===== src/rtl/pad_pwr_seq_pkg.sv =====
// Shared types, state encodings and default timing for the pad power sequencer.
// Latency: n/a (declarations only).
// Backpressure: n/a.
package pad_pwr_seq_pkg;

   // Sequencer states; encodings are visible on state_o for debug.
   typedef enum logic [2:0] {
      S_OFF     = 3'd0,
      S_STABLE  = 3'd1,
      S_IE_ON   = 3'd2,
      S_RST_REL = 3'd3,
      S_RUN     = 3'd4,
      S_PD_OE   = 3'd5,
      S_PD_RST  = 3'd6,
      S_HALT    = 3'd7
   } state_t;

   localparam int DEF_SYNC_STAGES = 2;
   localparam int DEF_STABLE_CYC  = 16;
   localparam int DEF_IE_CYC      = 8;
   localparam int DEF_OE_CYC      = 8;
   localparam int DEF_CNT_W       = 5;

   // Pad/core control bundle driven from the state register.
   typedef struct packed {
      logic ie;
      logic oe;
      logic rst;
      logic ready;
   } pad_ctl_t;

   // Safe pad state: pads isolated, core held in reset.
   localparam pad_ctl_t CTL_SAFE = '{ie: 1'b0, oe: 1'b0, rst: 1'b1, ready: 1'b0};

   function automatic int max3(input int a, input int b, input int c);
      int m;
      m = (a > b) ? a : b;
      return (m > c) ? m : c;
   endfunction

   // True when a counter of width w can hold every phase length.
   function automatic bit cnt_w_fits(input int w, input int a, input int b, input int c);
      return max3(a, b, c) <= ((1 << w) - 1);
   endfunction

   // Output decode per state; anything not listed keeps the pads safe.
   function automatic pad_ctl_t decode(input state_t s);
      pad_ctl_t c;
      c = CTL_SAFE;
      case (s)
         S_IE_ON:   c.ie = 1'b1;
         S_RST_REL,
         S_PD_OE: begin
            c.ie  = 1'b1;
            c.rst = 1'b0;
         end
         S_RUN: begin
            c.ie    = 1'b1;
            c.oe    = 1'b1;
            c.rst   = 1'b0;
            c.ready = 1'b1;
         end
         S_PD_RST:  c.ie = 1'b1;
         default:   c = CTL_SAFE;
      endcase
      return c;
   endfunction

endpackage


===== src/rtl/pad_pwr_seq_bit_sync.sv =====
// Multi-flop synchronizer for a single asynchronous level input.
// Latency: STAGES clk cycles from input change to output change.
// Backpressure: none; free-running level path.
module pad_pwr_seq_bit_sync #(
   parameter int STAGES = 2
) (
   input  logic clk,
   input  logic rst,
   input  logic din,
   output logic dout
);

   (* dont_touch = "true" *) logic [STAGES-1:0] chain;

   // Shift the async level through the chain; reset clears every stage.
   always_ff @(posedge clk) begin
      if (rst) begin
         chain <= '0;
      end else begin
         chain <= {chain[STAGES-2:0], din};
      end
   end

   assign dout = chain[STAGES-1];

endmodule


===== src/rtl/pad_pwr_seq.sv =====
// Pad-ring power sequencer: holds pads safe until IO supply is stable, then releases IE, core reset, OE in order.
// Latency: poc_ok_i rise to ready_o rise = SYNC_STAGES+1+STABLE_CYC+IE_CYC+OE_CYC+1 cycles; outputs lag state by 1.
// Backpressure: none; supply loss forces OFF immediately, shutdown is a level request honoured only in RUN.
module pad_pwr_seq
   import pad_pwr_seq_pkg::*;
#(
   parameter int SYNC_STAGES = DEF_SYNC_STAGES,
   parameter int STABLE_CYC  = DEF_STABLE_CYC,
   parameter int IE_CYC      = DEF_IE_CYC,
   parameter int OE_CYC      = DEF_OE_CYC,
   parameter int CNT_W       = DEF_CNT_W
) (
   input  logic       clk_i,
   input  logic       rst_i,
   input  logic       poc_ok_i,
   input  logic       pdown_req_i,
   output logic       pad_ie_o,
   output logic       pad_oe_o,
   output logic       core_rst_o,
   output logic       ready_o,
   output logic [2:0] state_o
);

   if (SYNC_STAGES < 2) begin : g_bad_sync
      $error("pad_pwr_seq: SYNC_STAGES must be at least 2");
   end
   if (!cnt_w_fits(CNT_W, STABLE_CYC, IE_CYC, OE_CYC)) begin : g_bad_cnt_w
      $error("pad_pwr_seq: CNT_W too narrow for the phase lengths");
   end

   localparam logic [CNT_W-1:0] STABLE_LAST = CNT_W'(STABLE_CYC - 1);
   localparam logic [CNT_W-1:0] IE_LAST     = CNT_W'(IE_CYC - 1);
   localparam logic [CNT_W-1:0] OE_LAST     = CNT_W'(OE_CYC - 1);

   logic             poc_s;
   state_t           state;
   state_t           state_q;
   logic [CNT_W-1:0] cnt;
   pad_ctl_t         ctl;

   pad_pwr_seq_bit_sync #(
      .STAGES (SYNC_STAGES)
   ) u_poc_sync (
      .clk  (clk_i),
      .rst  (rst_i),
      .din  (poc_ok_i),
      .dout (poc_s)
   );

   // Sequencer FSM with one shared phase counter; outputs and the debug state are
   // registered copies of the current state so they stay mutually consistent.
   always_ff @(posedge clk_i) begin
      if (rst_i) begin
         state   <= S_OFF;
         state_q <= S_OFF;
         cnt     <= '0;
         ctl     <= CTL_SAFE;
      end else begin
         ctl     <= decode(state);
         state_q <= state;
         case (state)
            S_OFF: begin
               cnt <= '0;
               if (poc_s) state <= S_STABLE;
            end
            S_STABLE: begin
               if (!poc_s) begin
                  state <= S_OFF;
                  cnt   <= '0;
               end else if (cnt == STABLE_LAST) begin
                  state <= S_IE_ON;
                  cnt   <= '0;
               end else begin
                  cnt <= cnt + CNT_W'(1);
               end
            end
            S_IE_ON: begin
               if (!poc_s) begin
                  state <= S_OFF;
                  cnt   <= '0;
               end else if (cnt == IE_LAST) begin
                  state <= S_RST_REL;
                  cnt   <= '0;
               end else begin
                  cnt <= cnt + CNT_W'(1);
               end
            end
            S_RST_REL: begin
               if (!poc_s) begin
                  state <= S_OFF;
                  cnt   <= '0;
               end else if (cnt == OE_LAST) begin
                  state <= S_RUN;
                  cnt   <= '0;
               end else begin
                  cnt <= cnt + CNT_W'(1);
               end
            end
            S_RUN: begin
               if (!poc_s)           state <= S_OFF;
               else if (pdown_req_i) state <= S_PD_OE;
            end
            S_PD_OE: state <= poc_s ? S_PD_RST : S_OFF;
            S_PD_RST: state <= poc_s ? S_HALT : S_OFF;
            // Only a full power cycle with the request withdrawn re-arms the sequence.
            S_HALT: begin
               if (!pdown_req_i && !poc_s) state <= S_OFF;
            end
            default: state <= S_OFF;
         endcase
      end
   end

   assign pad_ie_o   = ctl.ie;
   assign pad_oe_o   = ctl.oe;
   assign core_rst_o = ctl.rst;
   assign ready_o    = ctl.ready;
   assign state_o    = state_q;

endmodule


===== config.mk =====
export PLATFORM = sky130hd
export DESIGN_NAME = pad_pwr_seq
export DESIGN_NICKNAME = d
export VERILOG_FILES = /design/src/rtl/pad_pwr_seq_pkg.sv /design/src/rtl/pad_pwr_seq_bit_sync.sv /design/src/rtl/pad_pwr_seq.sv
export SDC_FILE = /design/constraint.sdc
export NUM_CORES = 1
export LEC_CHECK = 0
export BUFFER_PORTS_ARGS = -buffer_cell sky130_fd_sc_hd__buf_2
export CAP_MARGIN = 30
export CORE_MARGIN = 1.5
export CORE_UTILIZATION = 48
export DETAILED_ROUTE_END_ITERATION = 6
export GPL_TIMING_DRIVEN = 0
export PLACE_DENSITY = 0.69
export SLEW_MARGIN = 5
export SYNTH_ARGS = -nofsm -noshare
export SYNTH_HDL_FRONTEND = slang
export SYNTH_SLANG_ARGS = --single-unit

===== constraint.sdc =====
create_clock -name clk_i -period 4.6 [get_ports clk_i]
set_input_delay 0.46 -clock clk_i [delete_from_list [all_inputs] [get_ports clk_i]]
set_output_delay 0.46 -clock clk_i [all_outputs]
set_load 0.005 [all_outputs]

==> qor.csv, run 1 <==
stage,metric,value,unit
drt,antenna-violating nets left,0,
synthesis,xor/xnor share of the synthesized area,0,
global_route,first-pass GRT wire length,2420,um
place,routability cong.,0.807,
clock_tree,CTS Hold Bufs,0,
sta,Worst slew margin,0.729,
place,IO Port Bufs,10,
synthesis,post-synthesis mux area share,0.0265,
setup_path,flop-to-flop setup slack,2720,ps
min_path,Tightest Hold Check Type,input port to flip-flop,
synthesis,Yosys top cell area share,0.425,
final_layout,register area,320,um^2
synthesis,Synth Instances,85,
power_and_ir_drop,switching share of power,0.218,
synthesis,fraction of the mapped netlist area in compound gates,0.181,
synthesis,sequential fraction of the synthesis area,0.425,
drt,Total Routed Length,1430,um
synthesis,Post-synth EDFFs,0,
synthesis,Seq cells post-synth,16,
sta,"Slew Viols, Final",0,
clock_tree,CTS sink cnt,16,
sta,Worst Tran Pin Value,406,ps
setup_path,worst setup path class,flip-flop to flip-flop,
floorplan,core area,0.00149,mm^2
final_layout,nets@finish,107,
synthesis,ys flop type,dfxtp_1,
clock_tree,TritonCTS clock tree,done,
clock_tree,cts repair resizes,0,
sta,setup TNS,0,ps
setup_path,Worst EP arrival,2080,ps
global_route,antenna violations before repair,0,
power_and_ir_drop,power density cells,286,mW/mm^2
power_and_ir_drop,Pint,0.192,mW
synthesis,Synth Area in Adders,0.0498,
setup_path,Critical Path Sink Type,flip-flop,
sta,Hold WS,374,ps
drt,metal3 WL,29,um
final_layout,P&R area growth vs syn,14.1,%
sta,period utilisation layout,0.409,
clock_tree,Root Driver,clkbuf_4,
final_layout,area occupied by multi-input gates,383,um^2
global_route,largest net degree at the start of global routing,11,
sta,min Tclk post-route,1880,ps
setup_path,worst path required time,4800,ps
final_layout,non-filler instance count after layout,115,
synthesis,synth top area cells,"dfxtp_1, ha_1, nor2b_1",
final_layout,share of cells above drive strength 1,0.222,
synthesis,fraction of the mapped netlist area in simple logic gates,0.250,
drt,via count,618,
floorplan,Die Wd,42.6,um
global_route,vias in the first global route,550,
clock_tree,clock latency on the worst-skew pair,300,ps
sta,Fin. Hold Viols,0,
power_and_ir_drop,leakage,0.375,nW
power_and_ir_drop,P_sw,0.0537,mW
synthesis,"top cells by count, synth","dfxtp_1, nand2_1, inv_1, a21oi_1, nor2b_1",
synthesis,Post-synth ARST share,0,
synthesis,distinct cell type count after synthesis,32,
clock_tree,H-tree depth,1,
drt,top routing layer used,met4,
drt,Post-Route M1 WL,698,um
final_layout,n_diodes,0,
power_and_ir_drop,Logic pwr share,0.041,
floorplan,Initial Utilization,0.507,
power_and_ir_drop,sequential power share,0.570,
place,Placed Area,825,um^2
floorplan,die extent in y,42.6,um
floorplan,die area,0.00182,mm^2
clock_tree,Max clock buf depth,2,
setup_path,reg-to-reg startpoint,cnt[0],
drt,WL/cell,12.5,um
place,DPL Wire Length,1000,um
clock_tree,Inserted Clock Buffers,3,
synthesis,main combinational cell family by area after synthesis,simple AND/OR/NAND/NOR gates,
synthesis,Yosys warnings,0,
power_and_ir_drop,VDD IR-drop max,0.153,mV
final_layout,post-route design area,861,um^2
floorplan,row cnt,14,
sta,Final setup viols,0,
setup_path,startpoint types,flip-flop,
outcome,status,"finished, final reports clean",
synthesis,"Cell Area, Synth",754,um^2
sta,fmax,532,MHz
sta,RSZ-0062 raised after global routing,false,
synthesis,Mean Syn Cell Area,8.88,um^2
global_route,total gr overflow,0,
global_route,gr usage total,0.184,
sta,Max Clock Skew,5.27,ps
drt,vias per cell,5.37,
synthesis,Syn Nets,92,
flow_run,max-cap violation count,0,
drt,DRC Markers,0,
floorplan,# IOs,11,
final_layout,Layout fillers,137,
drt,router iterations before antenna repair,4,
synthesis,top-count cell post-synth,dfxtp_1,
synthesis,"area leader, netlist",dfxtp_1,
power_and_ir_drop,Clk pwr share,0.389,
setup_path,crit path max fanout,5,
clock_tree,Clock Pin Slew Worst Setup and Hold Paths,100,ps
setup_path,crit path from,cnt[0],
drt,initial detailed-routing violation count,23,
place,Placed Cells incl. Taps,111,
clock_tree,# Post-CTS Setup Buffers,0,
drt,DR WL met2,656,um
min_path,worst hold start,poc_ok_i,
## layout make-up
class | instances | area share
inverter | 6 | 0.0262
clock buffer | 4 | 0.0422
multi-input combinational | 57 | 0.445
timing repair buffer | 10 | 0.0581
tap | 16 | 0.0233
sequential | 16 | 0.372
buffer | 6 | 0.0334
## path summary, 6_finish.rpt
path	cells past startpoint	to
worst max register to register	8	state[1]
worst min register to register	1	u_poc_sync.chain[1]
worst min-delay path	2	u_poc_sync.chain[0]
worst max-delay path	8	state[1]
## per-stage QoR
stage,power (mW),util,setup WS [ps]
after floorplan,0.150,-,2950
after global placement,0.153,0.554,2790
after detailed placement,0.153,0.554,2750
after CTS,0.247,0.578,2710
after global routing,0.254,0.578,2570
final,0.246,0.578,2720
## routing by layer
metal | vias to the layer above | GRT usage
li1 | 321 | -
met1 | 283 | 0.232
met2 | 9 | 0.282
met3 | 5 | 0.0259
met4 | 0 | 0.131
met5 | - | 0
## worst max-delay path, cell delays in order, from the launching register on
cell and delay (ps):
dfxtp_1 390, ha_1 230, nand3_1 120, inv_1 80, ha_1 150, nand4bb_1 150
o22ai_2 120, a31o_1 240, o41ai_2 290
## cell families (layout without fill, tap and decap cells)
family / after synthesis / count (layout)
fa+ha+maj: 3 / 3
simple gates: 33 / 33
compound gates: 19 / 19
mux: 2 / 2
buf+inv: 12 / 26
flops: 16 / 16
## power by group through the flow
stage | Clock, mW | Sequential [mW] | Combinational [mW]
final | 0.0957 | 0.140 | 0.0100
after global routing | 0.102 | 0.140 | 0.0110
after CTS | 0.0969 | 0.140 | 0.00989
after detailed placement | 0 | 0.143 | 0.00987
after global placement | 0 | 0.144 | 0.00983
after floorplan | 0 | 0.143 | 0.00626
## flip-flops by register name, indices dropped and copies added (netlist names)
name              flops
core_rst_o            1
cnt                   5
state                 3
state_o               3
u_poc_sync.chain      2
ready_o               1
pad_ie_o              1
## layout by cell type, fill, tap and decap left out, drive strengths merged, types with 2 or more instances in the layout
| cell | count |
|---|---|
| nand4 | 2 |
| nor2b | 5 |
| nand2b | 3 |
| mux2i | 2 |
| nor2 | 3 |
| a21oi | 5 |
| dfxtp | 16 |
| buf | 13 |
| inv | 6 |
| or2 | 2 |
| a31oi | 2 |
| ha | 3 |
| nand3 | 4 |
| nand2 | 7 |
| o21ai | 3 |
| clkbuf | 7 |
| o22ai | 3 |
(Power assumes the default switching activity.)
==> run 2: changes to the inputs <==
--- a/config.mk
+++ b/config.mk
@@ -5,13 +5,14 @@
 export SDC_FILE = /design/constraint.sdc
 export NUM_CORES = 1
 export LEC_CHECK = 0
+export ABC_AREA = 1
 export BUFFER_PORTS_ARGS = -buffer_cell sky130_fd_sc_hd__buf_2
 export CAP_MARGIN = 30
 export CORE_MARGIN = 1.5
 export CORE_UTILIZATION = 48
 export DETAILED_ROUTE_END_ITERATION = 6
 export GPL_TIMING_DRIVEN = 0
-export PLACE_DENSITY = 0.69
+export PLACE_DENSITY = 0.68
 export SLEW_MARGIN = 5
 export SYNTH_ARGS = -nofsm -noshare
 export SYNTH_HDL_FRONTEND = slang
==> constraint.sdc (replaced) <==
create_clock -name clk_i -period 1.75 [get_ports clk_i]
set_input_delay 0.175 -clock clk_i [delete_from_list [all_inputs] [get_ports clk_i]]
set_output_delay 0.175 -clock clk_i [all_outputs]
set_load 0.005 [all_outputs]
==> qor.csv, run 2 <==
stage,metric,value,unit
outcome,status,"finished, final reports clean",
synthesis,Seq cells post-synth,16,
synthesis,synth top area cells,"dfxtp_1, nor2_1, nand2_1",
synthesis,Mean Syn Cell Area,7.44,um^2
synthesis,Post-synth EDFFs,0,
drt,DRC Markers,0,
power_and_ir_drop,power density cells,1280,mW/mm^2
power_and_ir_drop,Logic pwr share,0.388,
setup_path,Worst EP arrival,1760,ps
floorplan,# IOs,11,
clock_tree,CTS Hold Bufs,0,
final_layout,P&R area growth vs syn,12.5,%
synthesis,Yosys warnings,0,
power_and_ir_drop,P_sw,0.451,mW
global_route,antenna violations before repair,0,
power_and_ir_drop,Clk pwr share,0.205,
final_layout,Biggest register,cnt,
synthesis,distinct cell type count after synthesis,24,
place,Placed Cells incl. Taps,134,
sta,min Tclk post-route,1570,ps
drt,vias per cell,5.06,
synthesis,main combinational cell family by area after synthesis,simple AND/OR/NAND/NOR gates,
final_layout,"commonest non-fill, non-tap cell in the layout",nor2_1,
power_and_ir_drop,sequential power share,0.407,
drt,Total Routed Length,1470,um
setup_path,crit path max fanout,4,
synthesis,Post-synth ARST share,0,
floorplan,die extent in y,44.1,um
sta,Final setup viols,0,
place,DPL Wire Length,1090,um
floorplan,core area,0.00154,mm^2
clock_tree,Inserted Clock Buffers,3,
setup_path,startpoint types,flip-flop,
synthesis,Synth Instances,109,
global_route,GR Layer Usage met3,0.0367,
synthesis,ys flop type,dfxtp_1,
setup_path,slowest CP cell,dfxtp_1,
drt,WL/cell,10.7,um
clock_tree,TritonCTS clock tree,done,
floorplan,die area,0.00194,mm^2
power_and_ir_drop,leakage,0.426,nW
sta,period utilisation layout,0.897,
final_layout,register area,320,um^2
synthesis,post-synthesis mux area share,0,
final_layout,max reg flops,5,
place,Place WS,219,ps
global_route,first-pass GRT wire length,2480,um
clock_tree,Root Driver,clkbuf_4,
clock_tree,clock latency on the worst-skew pair,280,ps
setup_path,Critical Path Sink Type,flip-flop,
sta,RSZ-0062 raised after global routing,false,
synthesis,"area leader, netlist",dfxtp_1,
final_layout,post-route design area,912,um^2
place,routability cong.,0.801,
global_route,gr usage total,0.174,
final_layout,share of cells above drive strength 1,0.279,
final_layout,post-layout util,0.592,
final_layout,Layout fillers,151,
global_route,largest net degree at the start of global routing,11,
min_path,Tightest Hold Check Type,input port to flip-flop,
setup_path,crit path cell chain,"ha_1, nand2_1, nor2_1, ha_1, nor2_4, nor2_4, nand2_2, nor2_1, nor2_2",
setup_path,Critical Path Max Stage Delay,390,ps
synthesis,top-count cell post-synth,nor2_1,
drt,antenna-violating nets left,0,
clock_tree,# Post-CTS Setup Buffers,0,
power_and_ir_drop,VDD IR-drop max,0.723,mV
final_layout,nets@finish,130,
drt,initial detailed-routing violation count,38,
setup_path,worst path required time,1940,ps
power_and_ir_drop,Pint,0.718,mW
sta,Worst Tran Pin Value,320,ps
synthesis,"top cells by count, synth","nor2_1, dfxtp_1, nand2_1, inv_1, nand3_1",
setup_path,r2r worst-path depth,9,
final_layout,n_diodes,0,
synthesis,sequential fraction of the synthesis area,0.395,
sta,worst setup margin,180,ps
global_route,vias in the first global route,578,
setup_path,worst setup path class,flip-flop to flip-flop,
clock_tree,Clock Pin Slew Worst Setup and Hold Paths,90,ps
place,IO Port Bufs,9,
floorplan,Initial Utilization,0.526,
place,Placed Area,876,um^2
synthesis,fraction of the mapped netlist area in compound gates,0.103,
synthesis,xor/xnor share of the synthesized area,0,
global_route,met1 capacity usage during global routing,0.240,
clock_tree,H-tree depth,1,
global_route,total gr overflow,0,
drt,via count,698,
sta,fmax,637,MHz
final_layout,most frequent cells in the layout,"nor2_1, dfxtp_1, nand2_1",
synthesis,"Cell Area, Synth",811,um^2
flow_run,max-cap violation count,0,
sta,Worst slew margin,0.787,
final_layout,area occupied by multi-input gates,410,um^2
sta,"Slew Viols, Final",0,
global_route,Global Route met2 Usage,0.256,
drt,router iterations before antenna repair,4,
sta,Max Clock Skew,1.80,ps
clock_tree,Max clock buf depth,2,
synthesis,Syn Nets,116,
synthesis,fraction of the mapped netlist area in simple logic gates,0.356,
global_route,gr busiest metal,met2,
clock_tree,CTS sink cnt,16,
floorplan,row cnt,14,
clock_tree,cts repair resizes,0,
power_and_ir_drop,switching share of power,0.386,
final_layout,non-filler instance count after layout,138,
sta,setup TNS,0,ps
synthesis,Synth Area in Adders,0.0463,
sta,Fin. Hold Viols,0,
synthesis,Yosys top cell area share,0.395,
min_path,cell count of the worst hold path,3,
floorplan,Die Wd,44.1,um
## run 2: cell families after synthesis
kind of cell	Yosys count
adder cells (fa/ha/maj)	3
AO/OA/AOI/OAI	15
flip-flops	16
AND/OR/NAND/NOR	56
buffers and inverters	19
## run 2: worst paths after layout
check	from	endpoint	slack, ps
setup / recovery	cnt[0]	state[0]	180
hold / removal	poc_ok_i	u_poc_sync.chain[0]	90
setup reg to reg	cnt[0]	state[0]	180
hold reg to reg	u_poc_sync.chain[0]	u_poc_sync.chain[1]	420
## run 2: metrics by stage
stage | hold WS, ps | total power, mW
4_1_cts | 89.4 | 1.18
6_report | 90.8 | 1.17
5_1_grt | 83.4 | 1.27
2_1_floorplan | 282 | 0.837
3_3_place_gp | 385 | 0.926
3_5_place_dp | 391 | 0.931
## run 2: power by group through the flow
| stage | Clock [mW] | Combinational [mW] | Sequential [mW] |
|---|---|---|---|
| 2_1_floorplan | 0 | 0.360 | 0.477 |
| 3_3_place_gp | 0 | 0.443 | 0.484 |
| 3_5_place_dp | 0 | 0.447 | 0.484 |
| 4_1_cts | 0.245 | 0.455 | 0.476 |
| 5_1_grt | 0.264 | 0.517 | 0.485 |
| 6_report | 0.240 | 0.453 | 0.476 |
## run 2: area by class of cell
| type | instances | area share |
|---|---|---|
| Buffer | 3 | 0.0192 |
| Clock buffer | 4 | 0.0398 |
| Inverter | 16 | 0.0686 |
| Multi-Input combinational cell | 74 | 0.450 |
| Sequential cell | 16 | 0.351 |
| Tap cell | 16 | 0.0219 |
| Timing Repair Buffer | 9 | 0.0494 |
## run 2: layer usage
layer,up-vias,share of wire
met4,0,0.013
met3,2,0.062
met1,312,0.49
met2,19,0.43
met5,-,0
li1,365,-
## run 2: critical path, delay by kind of cell (launching register included)
family / cells / cell delay (ps)
simple gates: 7 / 650
flops: 1 / 390
fa+ha+maj: 2 / 430
